### src/rtl/cache_stats_pkg.sv
// rtl/cache_stats_pkg.sv - shared widths, defaults and helpers for the cache statistics sampler
package cache_stats_pkg;

  // Cumulative hit counter width presented by the cache
  localparam int HITS_W = 21;

  // Window index carried in each record; wraps modulo 2^16
  localparam int WIN_IDX_W = 16;

  // Dropped-record counter width; saturates rather than wrapping
  localparam int DROP_W = 8;

  // Default number of accesses per sampling window
  localparam int WINDOW_DEFAULT = 1000;

  // Default record buffer depth
  localparam int FIFO_DEPTH_DEFAULT = 4;

  // Record layout: {window index, hit delta}
  localparam int REC_WIN_W = WIN_IDX_W;
  localparam int REC_DELTA_W = HITS_W;

  // Saturating increment for the dropped-record counter
  function automatic logic [DROP_W-1:0] sat_inc(input logic [DROP_W-1:0] v);
    return (v == {DROP_W{1'b1}}) ? v : v + 1'b1;
  endfunction

endpackage

### src/rtl/stats_fifo.sv
// rtl/stats_fifo.sv - parameterised synchronous record FIFO with flush and async reset
module stats_fifo #(
  parameter int WIDTH = 37,
  parameter int DEPTH = 4
) (
  input  logic             clk,
  input  logic             reset,
  input  logic             flush,
  input  logic             push,
  input  logic [WIDTH-1:0] push_data,
  input  logic             pop,
  output logic [WIDTH-1:0] pop_data,
  output logic             full,
  output logic             empty
);

  localparam int AW = (DEPTH > 1) ? $clog2(DEPTH) : 1;

  logic [WIDTH-1:0] mem_q [DEPTH];
  logic [AW-1:0]    wr_ptr_q, wr_ptr_d;
  logic [AW-1:0]    rd_ptr_q, rd_ptr_d;
  logic [AW:0]      count_q, count_d;
  logic             do_push, do_pop;

  assign full     = (count_q == (AW+1)'(DEPTH));
  assign empty    = (count_q == '0);
  assign pop_data = mem_q[rd_ptr_q];

  // Next-state pointers and occupancy; a push into a full FIFO only lands when a pop frees a slot
  always_comb begin
    do_pop   = pop && !empty && !flush;
    do_push  = push && !flush && (!full || do_pop);
    wr_ptr_d = wr_ptr_q;
    rd_ptr_d = rd_ptr_q;
    count_d  = count_q;
    if (flush) begin
      wr_ptr_d = '0;
      rd_ptr_d = '0;
      count_d  = '0;
    end else begin
      if (do_push) wr_ptr_d = wr_ptr_q + 1'b1;
      if (do_pop)  rd_ptr_d = rd_ptr_q + 1'b1;
      case ({do_push, do_pop})
        2'b10:   count_d = count_q + 1'b1;
        2'b01:   count_d = count_q - 1'b1;
        default: count_d = count_q;
      endcase
    end
  end

  // Pointer and occupancy registers
  always_ff @(posedge clk or posedge reset) begin
    if (reset) begin
      wr_ptr_q <= '0;
      rd_ptr_q <= '0;
      count_q  <= '0;
    end else begin
      wr_ptr_q <= wr_ptr_d;
      rd_ptr_q <= rd_ptr_d;
      count_q  <= count_d;
    end
  end

  // Storage array; contents are never observed while empty, so it carries no reset
  always_ff @(posedge clk) begin
    if (do_push) mem_q[wr_ptr_q] <= push_data;
  end

endmodule

### src/rtl/cache_stats_sampler.sv
// rtl/cache_stats_sampler.sv - per-window cache hit sampler with buffered records and drop accounting
module cache_stats_sampler #(
  parameter int WINDOW     = cache_stats_pkg::WINDOW_DEFAULT,
  parameter int FIFO_DEPTH = cache_stats_pkg::FIFO_DEPTH_DEFAULT,
  parameter int HITS_W     = cache_stats_pkg::HITS_W
) (
  input  logic                                clk,
  input  logic                                reset,
  input  logic                                access_valid,
  input  logic [HITS_W-1:0]                   hits,
  input  logic                                clear,
  output logic                                out_valid,
  input  logic                                out_ready,
  output logic [cache_stats_pkg::WIN_IDX_W-1:0] out_window,
  output logic [HITS_W-1:0]                   out_delta,
  output logic                                overflow,
  output logic [cache_stats_pkg::DROP_W-1:0]  dropped
);

  localparam int WIN_W = cache_stats_pkg::WIN_IDX_W;
  localparam int DRP_W = cache_stats_pkg::DROP_W;
  localparam int ACC_W = (WINDOW > 1) ? $clog2(WINDOW) : 1;
  localparam int REC_W = WIN_W + HITS_W;
  localparam logic [ACC_W-1:0] ACC_LAST = ACC_W'(WINDOW - 1);

  logic [ACC_W-1:0]  acc_cnt_q, acc_cnt_d;
  logic              close_q, close_d;
  logic [HITS_W-1:0] base_q, base_d;
  logic [WIN_W-1:0]  win_idx_q, win_idx_d;
  logic              overflow_q, overflow_d;
  logic [DRP_W-1:0]  dropped_q, dropped_d;

  logic [HITS_W-1:0] delta;
  logic              fifo_push, fifo_pop, fifo_full, fifo_empty;
  logic [REC_W-1:0]  push_rec, pop_rec;

  // The hits counter lags the access by a clock, so the delta is taken on the cycle after the close
  assign delta    = hits - base_q;
  assign push_rec = {win_idx_q, delta};

  assign out_valid = !fifo_empty;
  assign fifo_pop  = out_valid && out_ready && !clear;
  assign fifo_push = close_q && !clear;

  assign out_window = out_valid ? pop_rec[REC_W-1 -: WIN_W] : '0;
  assign out_delta  = out_valid ? pop_rec[HITS_W-1:0] : '0;
  assign overflow   = overflow_q;
  assign dropped    = dropped_q;

  // Window counting, delta baseline and drop accounting; clear overrides any access or close
  always_comb begin
    acc_cnt_d  = acc_cnt_q;
    close_d    = 1'b0;
    base_d     = base_q;
    win_idx_d  = win_idx_q;
    overflow_d = overflow_q;
    dropped_d  = dropped_q;
    if (clear) begin
      acc_cnt_d  = '0;
      base_d     = hits;
      win_idx_d  = '0;
      overflow_d = 1'b0;
      dropped_d  = '0;
    end else begin
      if (access_valid) begin
        if (acc_cnt_q == ACC_LAST) begin
          acc_cnt_d = '0;
          close_d   = 1'b1;
        end else begin
          acc_cnt_d = acc_cnt_q + 1'b1;
        end
      end
      if (close_q) begin
        base_d    = hits;
        win_idx_d = win_idx_q + 1'b1;
        if (fifo_full && !fifo_pop) begin
          overflow_d = 1'b1;
          dropped_d  = cache_stats_pkg::sat_inc(dropped_q);
        end
      end
    end
  end

  // Sampler state registers
  always_ff @(posedge clk or posedge reset) begin
    if (reset) begin
      acc_cnt_q  <= '0;
      close_q    <= 1'b0;
      base_q     <= '0;
      win_idx_q  <= '0;
      overflow_q <= 1'b0;
      dropped_q  <= '0;
    end else begin
      acc_cnt_q  <= acc_cnt_d;
      close_q    <= close_d;
      base_q     <= base_d;
      win_idx_q  <= win_idx_d;
      overflow_q <= overflow_d;
      dropped_q  <= dropped_d;
    end
  end

  stats_fifo #(
    .WIDTH (REC_W),
    .DEPTH (FIFO_DEPTH)
  ) u_fifo (
    .clk       (clk),
    .reset     (reset),
    .flush     (clear),
    .push      (fifo_push),
    .push_data (push_rec),
    .pop       (fifo_pop),
    .pop_data  (pop_rec),
    .full      (fifo_full),
    .empty     (fifo_empty)
  );

endmodule

### config.mk
export PLATFORM = sky130hd
export DESIGN_NAME = cache_stats_sampler
export DESIGN_NICKNAME = d
export VERILOG_FILES = /design/src/rtl/cache_stats_pkg.sv /design/src/rtl/stats_fifo.sv /design/src/rtl/cache_stats_sampler.sv
export SDC_FILE = /design/constraint.sdc
export NUM_CORES = 1
export LEC_CHECK = 0
export ABC_AREA = 1
export CORE_MARGIN = 1.5
export CORE_UTILIZATION = 53
export CTS_CLUSTER_SIZE = 25
export DETAILED_ROUTE_END_ITERATION = 10
export DONT_BUFFER_PORTS = 1
export PLACE_DENSITY = 0.68
export SETUP_SLACK_MARGIN = 0.05
export SYNTH_ARGS = -nofsm -noshare
export SYNTH_HDL_FRONTEND = slang
export SYNTH_SLANG_ARGS = --single-unit
### constraint.sdc
create_clock -name clk -period 3.5 [get_ports clk]
set_input_delay 0.7 -clock clk [delete_from_list [all_inputs] [get_ports clk]]
set_output_delay 0.7 -clock clk [all_outputs]
set_load 0.03 [all_outputs]
# Yosys cells after proc, flatten, opt, wreduce, memory -nomap -nowiden
# Memories as Yosys holds them, arrays and structs flattened.
# Index checks and enable logic that the tools add are counted.
# totals
regBits	64
ram_bits	148
input_bits	26
output_inout_bits	47
wordCells	73
n_memories	1
# mem_list
memory	depth	word_bits	rd	rd_ports_with_merged_regs	write_ports	line_no	rtl
u_fifo.mem_q	4	37	1	0	1	stats_fifo.sv:19	logic [WIDTH-1:0] mem_q [DEPTH];
# op_classes
addsub	8
eq_ne	6
mux	27
reduce_logical	22
# op_table
op	n
two-way mux 21 bit	3
two-way mux 16 bit	3
two-way mux 8 bit	4
two-way mux 10 bit	3
subtractor 21 bit	1
adder 16 x 1 -> 16 bit (second input constant)	1
adder 10 x 1 -> 10 bit (second input constant)	1
== test 10 bit (second input constant)	1
nonzero test 2 bit	5
adder 8 x 1 -> 8 bit (second input constant)	1
== test 8 bit (second input constant)	1
logical AND 1 bit	8
two-way mux 1 bit	8
two-way mux 2 bit	4
one-hot mux 3 bit (2 select lines)	1
adder 2 x 1 -> 2 bit (second input constant)	2
logical NOT 1 bit	4
adder 3 x 1 -> 3 bit (second input constant)	1
== test 3 bit (second input constant)	1
logical NOT 3 bit	1
two-way mux 3 bit	1
AND reduction 3 bit	1
nonzero test 3 bit	1
subtractor 3 x 1 -> 3 bit (second input constant)	1
5 further kinds	5

# Depth between registers and ports, before layout
# Gate-level depths: netlist of the first run.
# depth
word_depth	11
ltp_mapped	12
ltp_nobuf	12

# Hierarchy
# Synthesis of the first run repeated with hierarchy kept, for this count alone.
# hier_totals
cells_unflattened	1105
area_unflattened_um2	10281.1
# modules_own_cells
mod	instances	cells_per_inst	area_per_inst_um2	seq_area_each_um2
stats_fifo	1	422	5944.5	4619.4
cache_stats_sampler	1	683	4336.7	1426.4

# Worst setup path before layout of the first run
# OpenSTA, ideal clock, no wires.
# synth_path
kind	input to register
startpoint	in clear
endpoint	mem u_fifo.mem_q[0][0], enable pin
setup_time_ps	431
arrival_time_ps	2734
required_ps	3069
path_slack_ps	335
path_stages	5
path_cell_list	inv_2 > nand2_1 > nor2_2 > inv_1 > nor2_1
# synth_via
elab_chain_len	8
# synth_rtl
item	line_no	rtl
start: declaration	cache_stats_sampler.sv:11	input logic clear,
logical NOT 1 bit *	-	
logical AND 1 bit	cache_stats_sampler.sv:42	assign fifo_pop = out_valid && out_ready && !clear;
logical AND 1 bit (2 in a row)	stats_fifo.sv:31	do_pop = pop && !empty && !flush;
logical OR 1 bit	stats_fifo.sv:32	do_push = push && !flush && (!full || do_pop);
logical AND 1 bit *	stats_fifo.sv:32	
two-way mux 1 bit *	stats_fifo.sv:66	if (do_push) mem_q[wr_ptr_q] <= push_data;
two-way mux 1 bit (not written as such) *	stats_fifo.sv:66	
end: declaration	stats_fifo.sv:19	
# Mark *: on every way between the ends. The rest lies on a longest branch, timed or not.

# Final worst setup path of the first run
# layout_path
startpoint	reg u_fifo.count_q[0]
endpoint	out out_delta[20]
# layout_via
elab_chain_len	2
# layout_rtl
item	line_no	rtl
start: declaration	stats_fifo.sv:22	logic [AW:0] count_q, count_d;
start signal: assignment	stats_fifo.sv:60	count_q <= count_d;
logical NOT 3 bit	stats_fifo.sv:26	assign empty = (count_q == '0);
two-way mux 21 bit	cache_stats_sampler.sv:46	assign out_delta = out_valid ? pop_rec[HITS_W-1:0] : '0;
end: declaration	cache_stats_sampler.sv:15	output logic [HITS_W-1:0] out_delta,
# No other way between the ends.

==> results of run 1 <==
[final cells by class]
cell class / count / area [um2]
Inverter: 137 / 514
Timing Repair Buffer: 48 / 385
Tap cell: 265 / 332
Clock buffer: 35 / 639
Clock inverter: 5 / 61.3
Sequential cell: 212 / 6050
Multi-Input combinational cell: 767 / 3750
Fill cell: 1702 / 7670
[flip-flops by register name, summed over array words and instances, names as in the netlist]
| name | cells |
|---|---|
| acc_cnt_q | 10 |
| base_q | 21 |
| close_q | 1 |
| dropped | 8 |
| overflow | 1 |
| u_fifo.count_q | 3 |
| u_fifo.mem_q | 148 |
| u_fifo.rd_ptr_q | 2 |
| u_fifo.wr_ptr_q | 2 |
| win_idx_q | 16 |
[kinds of logic (layout without fill, tap and decap cells)]
kind of cell | after synthesis | in the layout | synth area share [%]
xor+xnor | 14 | 14 | 1.17
flops | 212 | 212 | 57.7
fa+ha+maj | 29 | 29 | 3.61
simple gates | 537 | 537 | 21.3
compound gates | 187 | 187 | 9.42
buf+inv | 174 | 225 | 6.80
[critical path, delay by kind of cell, from the launching register on]
kind                   cells  cell delay (ns)
buffers and inverters      2             0.93
AO/OA/AOI/OAI              1             0.21
flip-flops                 1             0.43
AND/OR/NAND/NOR            2             0.44
[through the flow]
stage	total power, mW	hold WS, ns
final	7.27	0.0623
after global routing	7.63	0.0902
after CTS	7.34	0.0648
after detailed placement	5.08	0.484
after global placement	5.05	0.472
after floorplan	4.40	0.457
[final timing paths]
kind	startpoint	depth (start not counted)	to
min in group clk	clear	1	acc_cnt_q[2]
setup / recovery	u_fifo.count_q[0]	5	out_delta[20]
hold reg to reg	base_q[20]	2	base_q[20]
max in group asynchronous	reset	2	win_idx_q[15]
setup reg to reg	base_q[0]	8	u_fifo.mem_q[2][6]
hold / removal	reset	1	base_q[17]
[Yosys cell counts (2+ instances only)]
cell type  instances
buf_4              9
ha_1              27
buf_2             14
nor2_1           212
edfxtp_1         148
xnor2_1            2
nand3_1           48
nand2_2            4
a31o_2             2
clkbuf_1          11
xor2_1            12
a21oi_2            3
inv_1            131
fa_1               2
o21ai_1           16
buf_1              2
nand2_1          231
nor3_1             9
dfrtp_1           64
a21oi_1           56
a31oi_1            2
nand3_2            4
nor2_2             4
inv_2              6
a21o_1             2
nand3b_1           2
nand4_1           17
o21ai_0          100
a211oi_1           2
nor2_4             2
[routing by layer]
metal	routed length [um]	global-route usage [%]	up-vias	part of all wire [%]
met1	10200	31.9	3528	46
li1	-	-	3871	-
met2	10400	35.9	177	47
met3	1270	3.60	29	5.7
met4	334	4.40	0	1.5
met5	0	0	-	0
[power by group]
group	internal (mW)	total [mW]	switching (mW)
logic	0.652	2.16	1.51
registers	2.80	2.86	0.0625
clock network	1.33	2.25	0.927
total	4.78	7.27	2.50
==> summary.txt, run 1 <==
Timing
  • Final worst slack: between 0.2 and 0.3 ns
  • Final Hold Fails: 0
  • Final Setup Violations: 0
  • Final period utilization: 92.8%
  • Setup TNS: 0 ns
  • RSZ-0062 raised after global routing: no
  • Min cycle time layout: approximately 3.2 ns
  • Worst slew pin tran: 0.797 ns
  • Post-Route Skew: 0.00835 ns
  • Slew Limit Fails: 0
  • Slew headroom: 46.9%
  • Fmax: just over 300 MHz

CTS
  • Num CTS Buffers: 22
  • PostCTS Resize Cnt: 0
  • Clock latency on the worst-skew pair: around 0.51 ns
  • CTS Sinks: 212
  • CTS tree: built
  • H-tree depth: 1
  • Maximum root-to-sink buffer count: 3
  • Hold-fix buffers, CTS: 0
  • Reg clk slew, reported paths: 0.06 ns
  • Root Buffer: clkbuf_16
  • Post-CTS Setup Bufs: 0

Logic synthesis
  • Post-synth EDFFs: roughly 150
  • Yosys reg bits: 212
  • Sequential-to-total area share from yosys stat: between 50 and 60%
  • Syn avg cell area: 9.09 um2
  • Top cells by area, synth: edfxtp_1 42%, dfrtp_1 15%, nand2_1 8.3%
  • Number of library cell types mapped by synthesis: 39
  • Top_reg_cell synth: edfxtp_1
  • Post-Syn Nets: 1,208
  • Yosys top cell area share: between 40% and 50%
  • Post-synth top area cell: edfxtp_1
  • YS warnings: 0
  • Synth Cell Area: around 10,000 um2
  • Synth Instances: 1,153
  • Synth async-reset ratio: 30.2%

Drt
  • Final Routed Wirelength: 22,200 um
  • Number of routed nets with antenna violations: 0
  • TritonRoute pass-1 iters: 5
  • Routed len/inst: about 15 um
  • Number of vias per cell: 5.18
  • Via Count: ~7,600
  • Detailed Route Iter0 Violations: 540
  • Drt drc: 0

Finish
  • Most common cell after layout, fill and taps aside: nand2_1
  • # diodes: 0
  • Fin util: around 60%
  • Share of layout cells above drive strength 1: around a tenth
  • Fin area: approximately 12,000 um2
  • Most frequent cells in the layout: 231 x nand2_1, 208 x nor2_1, 148 x edfxtp_1
  • Finished Layout Cells: 1,469
  • P&R area growth vs syn: 11.9%
  • Final #Nets: ~1,200

Pwr
  • Maximum vdd drop: between 0.3 and 0.4 mV
  • Leakage: 5.02 nW
  • Power Dens Cells: around 620 nW/um2

Die
  • Row count: 51
  • Area of the die: 20,600 um2
  • Die H: 144 um
  • Initial cell density of the core: ~54%
  • I/O pin cnt: 73
  • Core ar.: around 19,000 um2
  • Chip Width: around 140 um

Critical path
  • CP Max Fanout: 37
  • Worst EP required: 2.80 ns
  • Worst Setup End Kind: output port
  • Worst-path cell chain: nor2_1 -> nand2_1 -> inv_2 -> a21oi_1 -> buf_4
  • Worst EP arrival: between 2 and 3 ns
  • Slowest CP cell: inv_2
  • R2R Setup Slk: around 1.3 ns
  • Critical Path Start Type: register
  • Crit path kind: register to output port
  • Max incr delay on CP: roughly 0.7 ns

Outcome
  • Status: completed

Global routing
  • Pin count of the biggest net entering global routing: 76
  • First-pass GRT wire length: roughly 36,000 um
  • All-Layer GR Usage: about 22%
  • Vias in the first global route: roughly 7,000
  • Antenna violations before repair: 0
  • Total congestion overflow: 0

Place
  • IO Port Bufs: 0
  • DP Wirelength: between 10,000 and 15,000 um
  • Placer Congestion: 0.842
  • Placed cell areas: approximately 11,000 um2
  • Pre-CTS WS: 0.778 ns
  • Dpl cells: between 1,000 and 1,500

Worst hold path
  • Worst Hold Class: input port to asynchronous set/reset pin

Job
  • Maxcap violations: 0
Note: power is estimated with default switching activity, not from simulation.
==> inputs of run 2 (changes only) <==
Settings changed: GPL_TIMING_DRIVEN set to 0.
==> run 2 against run 1 <==
Compared with the run above: critical path depth is the same; combinational power fell by 11%; utilization is 0.52 points lower; global-route usage increased by 1.5 points; power shrank 2.8%; die area unchanged; clock skew up 0.0089 ns; worst hold slack better by 0.17 ns; critical path type unchanged.
==> summary.txt, run 2 (same netlist as run 1, synthesis figures left out) <==
Finish
  • Finished Layout Cells: 1,462
  • Final #Nets: 1,236
  • Top flop regs: u_fifo.mem_q: 148 flops, base_q: 21 flops, win_idx_q: 16 flops
  • Most flops, register: u_fifo.mem_q
  • Fin area: 11,600 um2
  • Most common cell after layout, fill and taps aside: nand2_1
  • P&R area growth vs syn: 11.0%
  • # diodes: 0
  • Most frequent cells in the layout: 231 x nand2_1, 208 x nor2_1, 148 x edfxtp_1
  • Share of layout cells above drive strength 1: approximately 7.9%
  • Largest register FFs: around 150

Timing
  • Worst hold slack: ~0.24 ns
  • Final period utilization: 92.5%
  • Post-Route Skew: between 0.015 and 0.02 ns
  • Fmax: around 310 MHz
  • RSZ-0062 raised after global routing: no
  • Final Setup Violations: 0
  • Slew headroom: a little over two fifths
  • Min cycle time layout: around 3.2 ns
  • Worst slew pin tran: roughly 0.87 ns
  • Slew Limit Fails: 0
  • Final Hold Fails: 0
  • Setup TNS: 0 ns

CTS
  • Clock latency on the worst-skew pair: approximately 0.50 ns
  • PostCTS Resize Cnt: 0
  • CTS Sinks: ~210
  • Maximum root-to-sink buffer count: 3
  • Reg clk slew, reported paths: 0.06 ns
  • Post-CTS Setup Bufs: 0
  • H-tree depth: 1
  • Hold-fix buffers, CTS: 0
  • Root Buffer: clkbuf_16
  • Num CTS Buffers: 22
  • CTS tree: built

Die
  • Area of the die: 20,600 um2
  • I/O pin cnt: 73
  • Core ar.: a little under 20,000 um2
  • Row count: 51
  • Initial cell density of the core: a little over half
  • Chip Width: ~140 um
  • Die H: approximately 140 um

Critical path
  • R2R depth: 7
  • Crit path kind: register to output port
  • Worst EP arrival: around 2.5 ns
  • WP buf/inv: 2
  • Worst-path cell chain: nor2_1 -> nand2_1 -> inv_2 -> buf_2 -> a21oi_1
  • Critical path depth: 5
  • Worst Setup End Kind: output port
  • Critical Path Start Type: register
  • Worst EP required: roughly 2.8 ns
  • Slowest CP cell: a21oi_1
  • Max incr delay on CP: around 0.70 ns
  • CP Max Fanout: 10
  • Critical path's top delay family: compound AO/OA/AOI/OAI gates

Drt
  • Final Routed Wirelength: between 20,000 and 25,000 um
  • Drt drc: 0
  • Detailed Route Iter0 Violations: 496
  • Number of vias per cell: 5.27
  • TritonRoute pass-1 iters: 5
  • Via Count: between 7,000 and 8,000
  • Routed len/inst: approximately 16 um
  • Number of routed nets with antenna violations: 0

Place
  • IO Port Bufs: 0
  • DP Wirelength: ~16,000 um
  • Placed cell areas: 10,900 um2
  • Placer Congestion: between 0.9 and 1
  • Dpl cells: 1,422

Worst hold path
  • Worst Hold Class: input port to asynchronous set/reset pin

Global routing
  • All-Layer GR Usage: between 20% and 30%
  • First-pass GRT wire length: 37,700 um
  • Total congestion overflow: 0
  • Pin count of the biggest net entering global routing: 65
  • Antenna violations before repair: 0
  • Vias in the first global route: between 7,000 and 8,000

Pwr
  • Power, Total: a little over 7 mW
  • Leakage: between 4 and 5 nW
  • Maximum vdd drop: around 0.38 mV
  • Power Dens Cells: a little over 600 nW/um2

Job
  • Maxcap violations: 0

Outcome
  • Status: completed
## run 2: stage by stage
stage          worst slack [ns]  utilization, %
4_1_cts                   0.255            59.9
3_5_place_dp              0.797            56.3
6_report                  0.263            59.9
3_3_place_gp             -0.957            55.7
2_1_floorplan             0.335               -
5_1_grt                   0.175            59.9
## run 2: final cells by class
type	instances	area (um2)
Fill cell	1695	7770
Sequential cell	212	6050
Multi-Input combinational cell	767	3750
Clock buffer	27	591
Inverter	137	517
Tap cell	265	332
Buffer	37	198
Clock inverter	13	115
Timing Repair Buffer	4	80.1
## run 2: report_power, final
part	internal [mW]	switching, mW	total (mW)
Combinational	0.411	1.52	1.93
Sequential	2.79	0.0643	2.86
Clock	1.35	0.931	2.28
## run 2: routing by layer
metal  share of wire, %  global-route usage (%)  wire, um  up-vias
met4                1.3                    4.99       305        0
met3                6.5                    4.07      1520       25
li1                   -                       -         -     3857
met1                 46                    32.5     10700     3630
met2                 47                    39.7     11000      191
met5                  0                       0         0        -
## run 2: worst paths after layout
| kind | start | endpoint | slack (ns) |
|---|---|---|---|
| max | u_fifo.count_q[0] | out_delta[17] | 0.26 |
| min | reset | acc_cnt_q[8] | 0.24 |
| max reg2reg | u_fifo.count_q[0] | u_fifo.mem_q[2][9] | 1.27 |
| min reg2reg | base_q[0] | base_q[0] | 0.50 |
| max in group asynchronous | reset | u_fifo.rd_ptr_q[1] | 2.72 |
| min in group clk | access_valid | acc_cnt_q[2] | 0.29 |
==> inputs of run 3 (changes only) <==
Settings changed: CAP_MARGIN set to 40, HOLD_SLACK_MARGIN set to 0.02.
Clock period 3.5 ns to 3.7 ns, I/O delays scaled along.
==> run 3 against run 2 <==
Compared with the run above: largest cell class unchanged; sequential share of layout area fell by 0.26 points; highest routed layer unchanged; critical path type unchanged; combinational power fell by 5%; die area did not move.
==> summary.txt, run 3 (same netlist as run 1, synthesis figures left out) <==
Outcome
  • Status: completed

Global routing
  • First-pass GRT wire length: 37,400 um
  • Pin count of the biggest net entering global routing: 50
  • All-Layer GR Usage: a little under a quarter
  • Total congestion overflow: 0
  • Vias in the first global route: between 7,000 and 8,000
  • Antenna violations before repair: 0

Pwr
  • Sw Pwr: 2.39 mW
  • Power Dens Cells: around 580 nW/um2
  • Sw frac: a little over a third
  • Maximum vdd drop: 0.358 mV
  • Internal power: approximately 4.4 mW
  • Leakage: about 4.9 nW
  • Clk pwr share: about 33%
  • Sequential Power Share: 40.1%
  • Combinational Power Share: between 20 and 30%

Finish
  • Final #Nets: between 1,000 and 1,500
  • Most frequent cells in the layout: 231 x nand2_1, 208 x nor2_1, 148 x edfxtp_1
  • P&R area growth vs syn: 11.5%
  • Fin area: around 12,000 um2
  • Most common cell after layout, fill and taps aside: nand2_1
  • # diodes: 0
  • Most flops, register: u_fifo.mem_q
  • Top flop regs: u_fifo.mem_q: 148 flops, base_q: 21 flops, win_idx_q: 16 flops
  • Share of layout cells above drive strength 1: under 10%
  • Largest register FFs: 148

Critical path
  • Critical Path Start Type: register
  • Worst Setup End Kind: output port
  • Worst EP arrival: about 2.5 ns
  • CP Max Fanout: 10
  • Worst EP required: ~3.0 ns
  • Worst-path cell chain: inv_2 -> buf_4 -> clkbuf_1 -> o21ai_0 -> a21oi_1
  • Crit path kind: register to output port
  • R2R Setup Slk: between 1 and 1.5 ns
  • Slowest CP cell: a21oi_1
  • Max incr delay on CP: 0.69 ns

CTS
  • H-tree depth: 1
  • Hold-fix buffers, CTS: 0
  • Num CTS Buffers: 22
  • Post-CTS Setup Bufs: 0
  • Reg clk slew, reported paths: approximately 0.07 ns
  • CTS Sinks: approximately 210
  • Clock latency on the worst-skew pair: about 0.5 ns
  • CTS tree: built
  • Root Buffer: clkbuf_16
  • PostCTS Resize Cnt: 0
  • Maximum root-to-sink buffer count: 3

Timing
  • Min cycle time layout: 3.27 ns
  • Final Hold Fails: 0
  • RSZ-0062 raised after global routing: no
  • Slew headroom: between 40 and 50%
  • Worst slew pin tran: approximately 0.85 ns
  • Post-Route Skew: roughly 0.011 ns
  • Final period utilization: between 80% and 90%
  • Setup TNS: 0 ns
  • Fmax: between 300 and 400 MHz
  • Final worst slack: between 0.4 and 0.5 ns
  • Slew Limit Fails: 0
  • Final Setup Violations: 0

Place
  • Pre-CTS WS: a little under 1 ns
  • DP Wirelength: 16,200 um
  • Placer Congestion: slightly above 0.9
  • Placed cell areas: about 11,000 um2
  • IO Port Bufs: 0

Drt
  • Drt drc: 0
  • Routed len/inst: 16.0 um
  • Uppermost layer routed: met4
  • Via Count: roughly 7,700
  • DR WL met3: around 1600 um
  • Final Routed Wirelength: between 20,000 and 25,000 um
  • Wire length on met2: between 10,000 and 15,000 um
  • Met1 wire length: 10,600 um
  • Number of vias per cell: ~5.3
  • TritonRoute pass-1 iters: 5
  • Detailed Route Iter0 Violations: 556
  • Number of routed nets with antenna violations: 0

Die
  • Core ar.: 19,400 um2
  • Chip Width: 144 um
  • Row count: 51
  • Die H: approximately 140 um
  • Initial cell density of the core: between 50% and 60%
  • I/O pin cnt: 73
  • Area of the die: 20,600 um2

Worst hold path
  • Worst Hold Class: input port to asynchronous set/reset pin

Job
  • Maxcap violations: 0
run 3: power groups by stage:
stage	clock network, mW	registers, mW	logic [mW]
6_report	2.21	2.70	1.83
5_1_grt	2.34	2.71	2.00
4_1_cts	2.24	2.70	1.84
3_5_place_dp	0	2.75	1.83
3_3_place_gp	0	2.75	1.80
2_1_floorplan	0	2.74	1.42
run 3: path summary, 6_finish.rpt:
path / startpoint / endpoint / depth (start not counted)
min in group clk: access_valid / acc_cnt_q[2] / 1
hold / removal: reset / base_q[9] / 1
setup reg to reg: base_q[0] / u_fifo.mem_q[2][8] / 8
hold reg to reg: base_q[20] / base_q[20] / 2
setup / recovery: u_fifo.rd_ptr_q[0] / out_delta[19] / 5
max in group asynchronous: reset / u_fifo.rd_ptr_q[1] / 2
run 3: metal layers:
| layer | vias up | GRT usage (%) |
|---|---|---|
| met5 | - | 0 |
| met4 | 0 | 4.62 |
| met3 | 17 | 4.67 |
| met2 | 181 | 38.8 |
| met1 | 3623 | 32.0 |
| li1 | 3864 | - |
run 3: area by class of cell:
| type | count | area, um2 |
|---|---|---|
| buffer | 37 | 198 |
| sequential | 212 | 6050 |
| multi-input combinational | 767 | 3750 |
| clock inverter | 13 | 126 |
| clock buffer | 27 | 611 |
| tap | 265 | 332 |
| timing repair buffer | 5 | 108 |
| fill | 1666 | 7710 |
| inverter | 137 | 517 |
run 3: per-stage QoR:
step / hold WS, ns / power (mW) / utilization [%] / instances
after floorplan: 0.457 / 4.16 / - / 1153
after global placement: 0.472 / 4.55 / 55.7 / 1418
after detailed placement: 0.482 / 4.59 / 56.4 / 1423
after CTS: 0.0432 / 6.79 / 60.2 / 1463
after global routing: 0.0504 / 7.05 / 60.2 / 1463
final: 0.0487 / 6.74 / 60.2 / 1463
run 3: critical path: cells and delay by family, from the launching register on:
family                 cells  cell delay, ns
AOI/OAI and AO/OA          2            0.89
buffers and inverters      3            0.69
DFF                        1            0.44
